## src/rtl/accel_spi_if.sv

```systemverilog
// Pin bundle between the accelerometer SPI responder and its environment:
// SPI pins, sample input port and status outputs.
interface accel_spi_if;
  logic        CS;
  logic        SCLK;
  logic        DIN;
  logic        DO;
  logic        DO_OE;
  logic        SAMPLE_VALID;
  logic [15:0] OUT_X;
  logic [15:0] OUT_Y;
  logic [15:0] OUT_Z;
  logic        INT1;
  logic [7:0]  CTRL_REG1;
  logic        BUSY;

  modport slave (
    input  CS, SCLK, DIN, SAMPLE_VALID,
    input  OUT_X, OUT_Y, OUT_Z,
    output DO, DO_OE, INT1, CTRL_REG1, BUSY
  );

  modport master (
    output CS, SCLK, DIN, SAMPLE_VALID,
    output OUT_X, OUT_Y, OUT_Z,
    input  DO, DO_OE, INT1, CTRL_REG1, BUSY
  );
endinterface

```

## src/rtl/accel_spi_responder.sv

```systemverilog
// SPI mode-3 register responder for a 3-axis accelerometer, oversampled
// on SYS_CLK, with a one-entry sample buffer held off during transactions.
module accel_spi_responder #(
  parameter logic [7:0] WHO_AM_I_VAL = 8'h33,
  parameter logic [7:0] CTRL1_RST    = 8'h07
) (
  input logic        SYS_CLK,
  input logic        RESET_N,
  accel_spi_if.slave bus
);

  typedef enum logic [1:0] {IDLE, CMD, DATA} state_t;

  state_t state, nxt;

  logic [1:0] cs_s, sclk_s, din_s;
  logic       cs_d, sclk_d;
  logic       cs_q, cs_fall, sclk_rise, sclk_fall;

  logic [2:0] bit_cnt;
  logic [7:0] shift_in, shift_out, byte_in;
  logic [5:0] addr, addr_nxt;
  logic       rw, ms, do_r;
  logic [7:0] ctrl1;

  logic [15:0] x_r, y_r, z_r;
  logic [15:0] px, py, pz;
  logic        pend_v, busy, busy_d;
  logic        zda, zor;
  logic        byte_done, clr_evt;
  logic        live, from_pend;

  // CS sync resets low so a CS held low across reset never looks like a
  // fresh falling edge; the transaction restarts only on a real one.
  always_ff @(posedge SYS_CLK or negedge RESET_N) begin
    if (!RESET_N) begin
      cs_s   <= 2'b00;
      cs_d   <= 1'b0;
      sclk_s <= 2'b11;
      sclk_d <= 1'b1;
      din_s  <= 2'b00;
    end else begin
      cs_s   <= {cs_s[0], bus.CS};
      cs_d   <= cs_s[1];
      sclk_s <= {sclk_s[0], bus.SCLK};
      sclk_d <= sclk_s[1];
      din_s  <= {din_s[0], bus.DIN};
    end
  end

  assign cs_q      = cs_s[1];
  assign cs_fall   = cs_d & ~cs_q;
  assign sclk_rise = sclk_s[1] & ~sclk_d;
  assign sclk_fall = sclk_d & ~sclk_s[1];
  assign byte_in   = {shift_in[6:0], din_s[1]};
  assign addr_nxt  = ms ? addr + 6'd1 : addr;
  assign byte_done = sclk_rise && (bit_cnt == 3'd7) && !cs_q;

  always_ff @(posedge SYS_CLK or negedge RESET_N) begin
    if (!RESET_N) state <= IDLE;
    else          state <= nxt;
  end

  always_comb begin
    nxt = state;
    if (cs_q) begin
      nxt = IDLE;
    end else begin
      case (state)
        IDLE:    if (cs_fall) nxt = CMD;
        CMD:     if (byte_done) nxt = DATA;
        default: nxt = state;
      endcase
    end
  end

  function automatic logic [7:0] rd(input logic [5:0] a);
    case (a)
      6'h0F:   rd = WHO_AM_I_VAL;
      6'h20:   rd = ctrl1;
      6'h27:   rd = {zor, 3'b000, zda, 3'b000};
      6'h28:   rd = x_r[7:0];
      6'h29:   rd = x_r[15:8];
      6'h2A:   rd = y_r[7:0];
      6'h2B:   rd = y_r[15:8];
      6'h2C:   rd = z_r[7:0];
      6'h2D:   rd = z_r[15:8];
      default: rd = 8'h00;
    endcase
  endfunction

  always_ff @(posedge SYS_CLK or negedge RESET_N) begin
    if (!RESET_N) begin
      bit_cnt   <= 3'd0;
      shift_in  <= 8'h00;
      shift_out <= 8'h00;
      addr      <= 6'h00;
      rw        <= 1'b0;
      ms        <= 1'b0;
      do_r      <= 1'b0;
      ctrl1     <= CTRL1_RST;
    end else if (state == IDLE || cs_q) begin
      bit_cnt <= 3'd0;
      do_r    <= 1'b0;
    end else begin
      if (sclk_rise) begin
        shift_in <= byte_in;
        bit_cnt  <= bit_cnt + 3'd1;
        if (bit_cnt == 3'd7) begin
          if (state == CMD) begin
            rw        <= byte_in[7];
            ms        <= byte_in[6];
            addr      <= byte_in[5:0];
            shift_out <= rd(byte_in[5:0]);
          end else begin
            addr <= addr_nxt;
            if (rw) shift_out <= rd(addr_nxt);
            else if (addr == 6'h20) ctrl1 <= byte_in;
          end
        end
      end
      if (sclk_fall && state == DATA && rw) begin
        do_r      <= shift_out[7];
        shift_out <= {shift_out[6:0], 1'b0};
      end
    end
  end

  assign busy      = (state != IDLE);
  assign clr_evt   = byte_done && (state == DATA) && rw && (addr == 6'h2D);
  assign live      = bus.SAMPLE_VALID && !busy;
  assign from_pend = !live && busy_d && !busy && pend_v;

  // A live sample while idle always wins over a stale pending one.
  always_ff @(posedge SYS_CLK or negedge RESET_N) begin
    if (!RESET_N) begin
      x_r    <= 16'h0000;
      y_r    <= 16'h0000;
      z_r    <= 16'h0000;
      px     <= 16'h0000;
      py     <= 16'h0000;
      pz     <= 16'h0000;
      pend_v <= 1'b0;
      busy_d <= 1'b0;
      zda    <= 1'b0;
      zor    <= 1'b0;
    end else begin
      busy_d <= busy;
      if (bus.SAMPLE_VALID && busy) begin
        px     <= bus.OUT_X;
        py     <= bus.OUT_Y;
        pz     <= bus.OUT_Z;
        pend_v <= 1'b1;
      end else if (live || from_pend) begin
        pend_v <= 1'b0;
      end
      if (live) begin
        x_r <= bus.OUT_X;
        y_r <= bus.OUT_Y;
        z_r <= bus.OUT_Z;
      end else if (from_pend) begin
        x_r <= px;
        y_r <= py;
        z_r <= pz;
      end
      if (live || from_pend) begin
        zda <= 1'b1;
        zor <= zor | zda;
      end else if (clr_evt) begin
        zda <= 1'b0;
        zor <= 1'b0;
      end
    end
  end

  assign bus.DO        = do_r;
  assign bus.DO_OE     = busy;
  assign bus.BUSY      = busy;
  assign bus.INT1      = zda;
  assign bus.CTRL_REG1 = ctrl1;

endmodule

```

## src/flat_wrapper.sv

```systemverilog
// flat-port wrapper written by rule: the top's interface ports become plain ports
module accel_spi_responder_flat 
#(
  parameter logic [7:0] WHO_AM_I_VAL = 8'h33,
  parameter logic [7:0] CTRL1_RST    = 8'h07
)
  (SYS_CLK, RESET_N, bus_CS, bus_SCLK, bus_DIN, bus_SAMPLE_VALID, bus_OUT_X, bus_OUT_Y, bus_OUT_Z, bus_DO, bus_DO_OE, bus_INT1, bus_CTRL_REG1, bus_BUSY);
  accel_spi_if bus_i ();
  input logic SYS_CLK;
  input logic RESET_N;
  input wire logic [$bits(bus_i.CS)-1:0] bus_CS;
  input wire logic [$bits(bus_i.SCLK)-1:0] bus_SCLK;
  input wire logic [$bits(bus_i.DIN)-1:0] bus_DIN;
  input wire logic [$bits(bus_i.SAMPLE_VALID)-1:0] bus_SAMPLE_VALID;
  input wire logic [$bits(bus_i.OUT_X)-1:0] bus_OUT_X;
  input wire logic [$bits(bus_i.OUT_Y)-1:0] bus_OUT_Y;
  input wire logic [$bits(bus_i.OUT_Z)-1:0] bus_OUT_Z;
  output wire logic [$bits(bus_i.DO)-1:0] bus_DO;
  output wire logic [$bits(bus_i.DO_OE)-1:0] bus_DO_OE;
  output wire logic [$bits(bus_i.INT1)-1:0] bus_INT1;
  output wire logic [$bits(bus_i.CTRL_REG1)-1:0] bus_CTRL_REG1;
  output wire logic [$bits(bus_i.BUSY)-1:0] bus_BUSY;
  assign bus_i.CS = bus_CS;
  assign bus_i.SCLK = bus_SCLK;
  assign bus_i.DIN = bus_DIN;
  assign bus_i.SAMPLE_VALID = bus_SAMPLE_VALID;
  assign bus_i.OUT_X = bus_OUT_X;
  assign bus_i.OUT_Y = bus_OUT_Y;
  assign bus_i.OUT_Z = bus_OUT_Z;
  assign bus_DO = bus_i.DO;
  assign bus_DO_OE = bus_i.DO_OE;
  assign bus_INT1 = bus_i.INT1;
  assign bus_CTRL_REG1 = bus_i.CTRL_REG1;
  assign bus_BUSY = bus_i.BUSY;
  accel_spi_responder #(.WHO_AM_I_VAL(WHO_AM_I_VAL), .CTRL1_RST(CTRL1_RST)) u_core (.SYS_CLK(SYS_CLK), .RESET_N(RESET_N), .bus(bus_i));
endmodule
```

## config.mk

```make
export PLATFORM = sky130hd
export DESIGN_NAME = accel_spi_responder_flat
export DESIGN_NICKNAME = d
export VERILOG_FILES = /design/src/rtl/accel_spi_if.sv /design/src/rtl/accel_spi_responder.sv /design/src/flat_wrapper.sv
export SDC_FILE = /design/constraint.sdc
export NUM_CORES = 1
export LEC_CHECK = 0
export ABC_AREA = 1
export BUFFER_PORTS_ARGS = -buffer_cell sky130_fd_sc_hd__buf_4
export CORE_MARGIN = 2
export CORE_UTILIZATION = 54
export CTS_CLUSTER_SIZE = 8
export DETAILED_ROUTE_END_ITERATION = 10
export PLACE_DENSITY_LB_ADDON = 0.2
export SLEW_MARGIN = 25
export SYNTH_ARGS = -nofsm -noshare
export SYNTH_HDL_FRONTEND = slang
export SYNTH_SLANG_ARGS = --single-unit
```

## constraint.sdc

```tcl
create_clock -name SYS_CLK -period 2.05 [get_ports SYS_CLK]
set_clock_uncertainty 0.2 [all_clocks]
set_input_delay 0.41 -clock SYS_CLK [delete_from_list [all_inputs] [get_ports SYS_CLK]]
set_output_delay 0.41 -clock SYS_CLK [all_outputs]
set_load 0.02 [all_outputs]
```

==> results <==
- The depth of the most critical reg-to-reg path is 16.
- The launch point of the worst hold path is bus_OUT_X[11].
- The count of cells along the worst hold path is 3.
- After synthesis the cells add up to 7560 sq um.
- The first-pass GRT wire length is 35200 microns.
- The H-tree was split into 4 levels.
- The internal portion of the total power is 0.00641 W.
- The count of mapped cells out of synthesis is 980.
- The number of antenna violations at the first check in global routing is 0.
- The initial utilization of the core area, before any placement, comes to 0.549.
- Setup violations remaining at the end of the flow were counted as 8.
- The actual slew at the worst max-slew pin is between 0.5 and 0.6 ns.
- The count of pins over their slew limit came to 0.
- The worst setup path category is reg2reg.
- In the routed layout, each cell is associated on average with a via count of between 5 and 6.
- The part of the total power dissipated in sequential elements is 0.459.
- Setup repair after global routing could not meet its margin everywhere.
- 66 I/O pins were placed.
- For this run, the total global-route usage over all layers was measured as 0.309.
- The synthesized area per cell is 7.72 sq um.
- The final clock period utilization by the worst path is 1.10.
- The endpoint of the worst hold-timing path is u_core.px[11]$_DFFE_PN0P_.
- The tightest min-delay check is of the in2reg type.
- The CTS clock-pin slew for the worst setup and hold paths is about 0.060 ns.
- For this block, the via count after detailed routing is 7291.
- The checks that failed: negative setup slack.
- The via count of the first global-routing pass is 6871.
- CTS saw 145 sinks.
- The startpoint kind of the worst setup timing path is a flop.
- The half-perimeter wire length after placement is roughly 15000 microns.
- Entering global routing, the biggest net connects 82 pins.
- Once routing completed, OpenROAD measured the worst setup slack at -0.214 ns.
- Yosys printed 0 warnings.
- The maximum frequency from static timing analysis is 0.442 GHz.
- The number of inserted diodes is 0.
- The die is 122 microns tall.
- The switching power total is about 0.0032 W.
- The run finished, with violations left.
- The DRC violation total after the first TritonRoute iteration is 583.
- The area of placed instances is 8610 sq um.
- For the finished layout, the period the worst path requires is 2.26 ns.
- Synthesis produced a netlist with a net count of roughly 1000.
- For this run, the register share of the synthesized area comes to 0.481.
- After detailed routing, the average wire length per cell comes to 17.7 microns.
- The clock tree from TritonCTS is yes.
- The number of nets in the layout is 1168.
- The area growth from synthesis to layout is 29.4%.
- The number of fill cells is approximately 1100.
- The area inside the core boundary is 13800 sq um.
- The floorplan has 43 rows.
- The root buffer cell chosen for the clock tree is clkbuf_16.
- Power comes to 0.00962 W.
- The remaining global-route overflow is 0.
- The detail route stage leaves a number of antenna-violating nets equal to 0.
- The number of detailed-routing iterations run before antenna repair is 6.
- The combinational group share of total power is 0.223.
- The post-route DRC violation count is 0.
- STA classifies the critical path endpoint as a flop.
- For the worst-skew pair, the clock arrives at the later sink with an insertion delay of 0.43 ns.
- The total leakage power is 5.02 nW.
- No sink is reached through more buffers than the 2 on the longest clock path.
- Dividing total power by cell area gives a power density of slightly below 1000 nW/um^2.
- The overall die area is ~15000 sq um.
- In this run the worst path has a maximum fanout of 8.
- STA puts the critical path data arrival time at 2.43 ns.
- After synthesis, the share of flip-flops with an asynchronous set or reset is 1.00.
- Of the total power, the share spent switching nets is 0.333.
- The number of port buffers is 65.
- The relative contribution of the clock network to total power is 0.318.
- The startpoint identified for the worst register-to-register timing path is u_core.addr[0]$_DFFE_PN0P_.
- Of the cells placed in the final design, the portion with a size suffix greater than 1 is 0.227.
- The cell area after layout is 9790 sq um.
- The required arrival time at the worst endpoint is 2.22 ns.
- Counting flops and latches in the post-synthesis netlist gives ~150.
- The number of buffers created by CTS is 17.
- The synthesized design contains 0 enable-type register cells.
- The count of max-cap constraint violations is 0.
- The final count of hold timing violations is 0.
- The leading register cell type out of synthesis is dfrtp_1.
- In this run the horizontal extent of the chip is 122 microns.
- The worst-case IR drop observed on VDD is 0.000725 V.
- For flop-to-flop paths, the worst setup slack is -0.21 ns.
- Wires add up to approximately 23000 microns.
- The destination of the worst register-to-register timing path is u_core.shift_out[2]$_DFFE_PN0P_.
- The number of distinct standard cells referenced by the synthesized netlist is 36.
- Headroom to the max-slew limit came out at 0.643.
- Routability-driven placement finished with a final weighted congestion of 0.957.
## area by class of cell
type | instances | area, sq um | area share
well taps | 180 | 225 | 0.0230
repair buffers | 152 | 1430 | 0.146
flip-flops and latches | 145 | 3640 | 0.372
clock inverters | 10 | 114 | 0.0116
multi-input cells | 672 | 3460 | 0.353
clock buffers | 22 | 464 | 0.0474
inverters | 121 | 460 | 0.0470
## sequential cells by signal (all words and copies together) (netlist names), 2 cells and up
signal	count
u_core.addr	6
u_core.bit_cnt	3
u_core.bus.CTRL_REG1	8
u_core.cs_s	2
u_core.din_s	2
u_core.px	16
u_core.py	16
u_core.pz	16
u_core.sclk_s	2
u_core.shift_in	7
u_core.shift_out	8
u_core.state	2
u_core.x_r	16
u_core.y_r	16
u_core.z_r	16
## layout by cell type, fill, tap and decap left out, types with 4 or more instances in the layout
cell           instances
nor2_1                80
nand2_4                4
buf_4                121
nor2_4                11
clkbuf_16             20
dfrtp_1              134
nor2_2                 4
inv_2                  5
a31oi_1               15
nand2_1              227
nand4_1                8
clkinvlp_4             5
nand3_1               73
dfstp_2                6
dfrtp_2                5
dlygate4sd3_1          4
nand3_2                6
o22ai_1               16
buf_6                  9
a21oi_1               79
o21ai_1                7
inv_1                112
o21ai_0               95
buf_12                15
nand2_2               16
## kinds of logic (layout without fill, tap and decap cells)
family / after synthesis / count (layout) / synth area share
adder cells (fa/ha/maj): 5 / 5 / 0.00827
buffers and inverters: 164 / 305 / 0.0903
AO/OA/AOI/OAI: 224 / 224 / 0.161
flip-flops: 145 / 145 / 0.481
AND/OR/NAND/NOR: 440 / 441 / 0.257
multiplexers: 2 / 2 / 0.00298
## routing by layer
layer | routed length [microns] | global-route usage | part of all wire
met1 | 9800 | 0.421 | 0.42
met2 | 11000 | 0.489 | 0.48
met3 | 1410 | 0.0534 | 0.061
met4 | 824 | 0.134 | 0.036
met5 | 0 | 0 | 0
## power groups by stage
stage	sequential (W)	clock (W)	combinational (W)
6_report	0.00442	0.00306	0.00214
3_5_place_dp	0.00441	0	0.00197
4_1_cts	0.00439	0.00308	0.00203
2_1_floorplan	0.00418	0	0.00134
3_3_place_gp	0.00440	0	0.00191
5_1_grt	0.00450	0.00323	0.00241
## Yosys cell counts, types with 5 or more instances
| cell | number | area (sq um) |
|---|---|---|
| a21oi_1 | 81 | 405 |
| a31oi_1 | 15 | 93.8 |
| buf_2 | 9 | 45.0 |
| buf_6 | 5 | 56.3 |
| clkbuf_1 | 26 | 97.6 |
| dfrtp_1 | 139 | 3480 |
| dfstp_2 | 6 | 158 |
| ha_1 | 5 | 62.6 |
| inv_1 | 116 | 435 |
| nand2_1 | 242 | 908 |
| nand3_1 | 79 | 395 |
| nand4_1 | 8 | 50.1 |
| nor2_1 | 84 | 315 |
| nor2_4 | 6 | 67.6 |
| o21ai_0 | 96 | 480 |
| o21ai_1 | 7 | 35.0 |
| o22ai_1 | 16 | 100 |
## worst max path at each step
stage                          startpoint                              end  cells after the start
2_1_floorplan  u_core.addr[0]$_DFFE_PN0P_  u_core.shift_out[7]$_DFFE_PN0P_                     16
3_3_place_gp   u_core.addr[0]$_DFFE_PN0P_  u_core.shift_out[7]$_DFFE_PN0P_                     15
3_5_place_dp   u_core.addr[0]$_DFFE_PN0P_  u_core.shift_out[7]$_DFFE_PN0P_                     15
4_1_cts        u_core.addr[0]$_DFFE_PN0P_  u_core.shift_out[5]$_DFFE_PN0P_                     14
5_1_grt        u_core.addr[0]$_DFFE_PN0P_  u_core.shift_out[7]$_DFFE_PN0P_                     16
6_report       u_core.addr[0]$_DFFE_PN0P_  u_core.shift_out[2]$_DFFE_PN0P_                     16
## timing repair
item                       in CTS  in global routing
pin swaps                      32                 20
resized for setup              27                 34
setup endpoints to repair      11                 24
hold endpoints to repair       38                  0
cloned                          0                  4
buffers inserted               12                  8
hold buffers                    4                  0
## per-stage QoR
| stage | instances | hold slack (ns) | setup WS (ns) | TNS (ns) | utilization |
|---|---|---|---|---|---|
| 5_1_grt | 1302 | 0.0213 | -0.329 | -2.59 | 0.711 |
| 6_report | 1302 | 0.0183 | -0.214 | -1.48 | 0.711 |
| 3_3_place_gp | 1242 | 0.131 | -0.221 | -1.36 | 0.625 |
| 3_5_place_dp | 1242 | 0.142 | -0.262 | -1.58 | 0.625 |
| 2_1_floorplan | 980 | -0.0856 | 0.0348 | 0 | - |
| 4_1_cts | 1290 | 0.0135 | -0.0959 | -0.571 | 0.689 |
## critical path, cell delays in order (launching register included)
cell,delay (ns)
dfrtp_2,0.43
buf_6,0.12
nand2_4,0.06
nor2_4,0.19
nand2_2,0.09
nand2_4,0.08
nand2_8,0.10
buf_12,0.14
nor2_4,0.24
nand3_1,0.13
nand2_1,0.08
nor2_1,0.04
nand2_1,0.05
nand2_1,0.04
nand2_1,0.07
nand2_1,0.05
nand2_1,0.05
No activity file was read; power rests on OpenSTA's default activity.
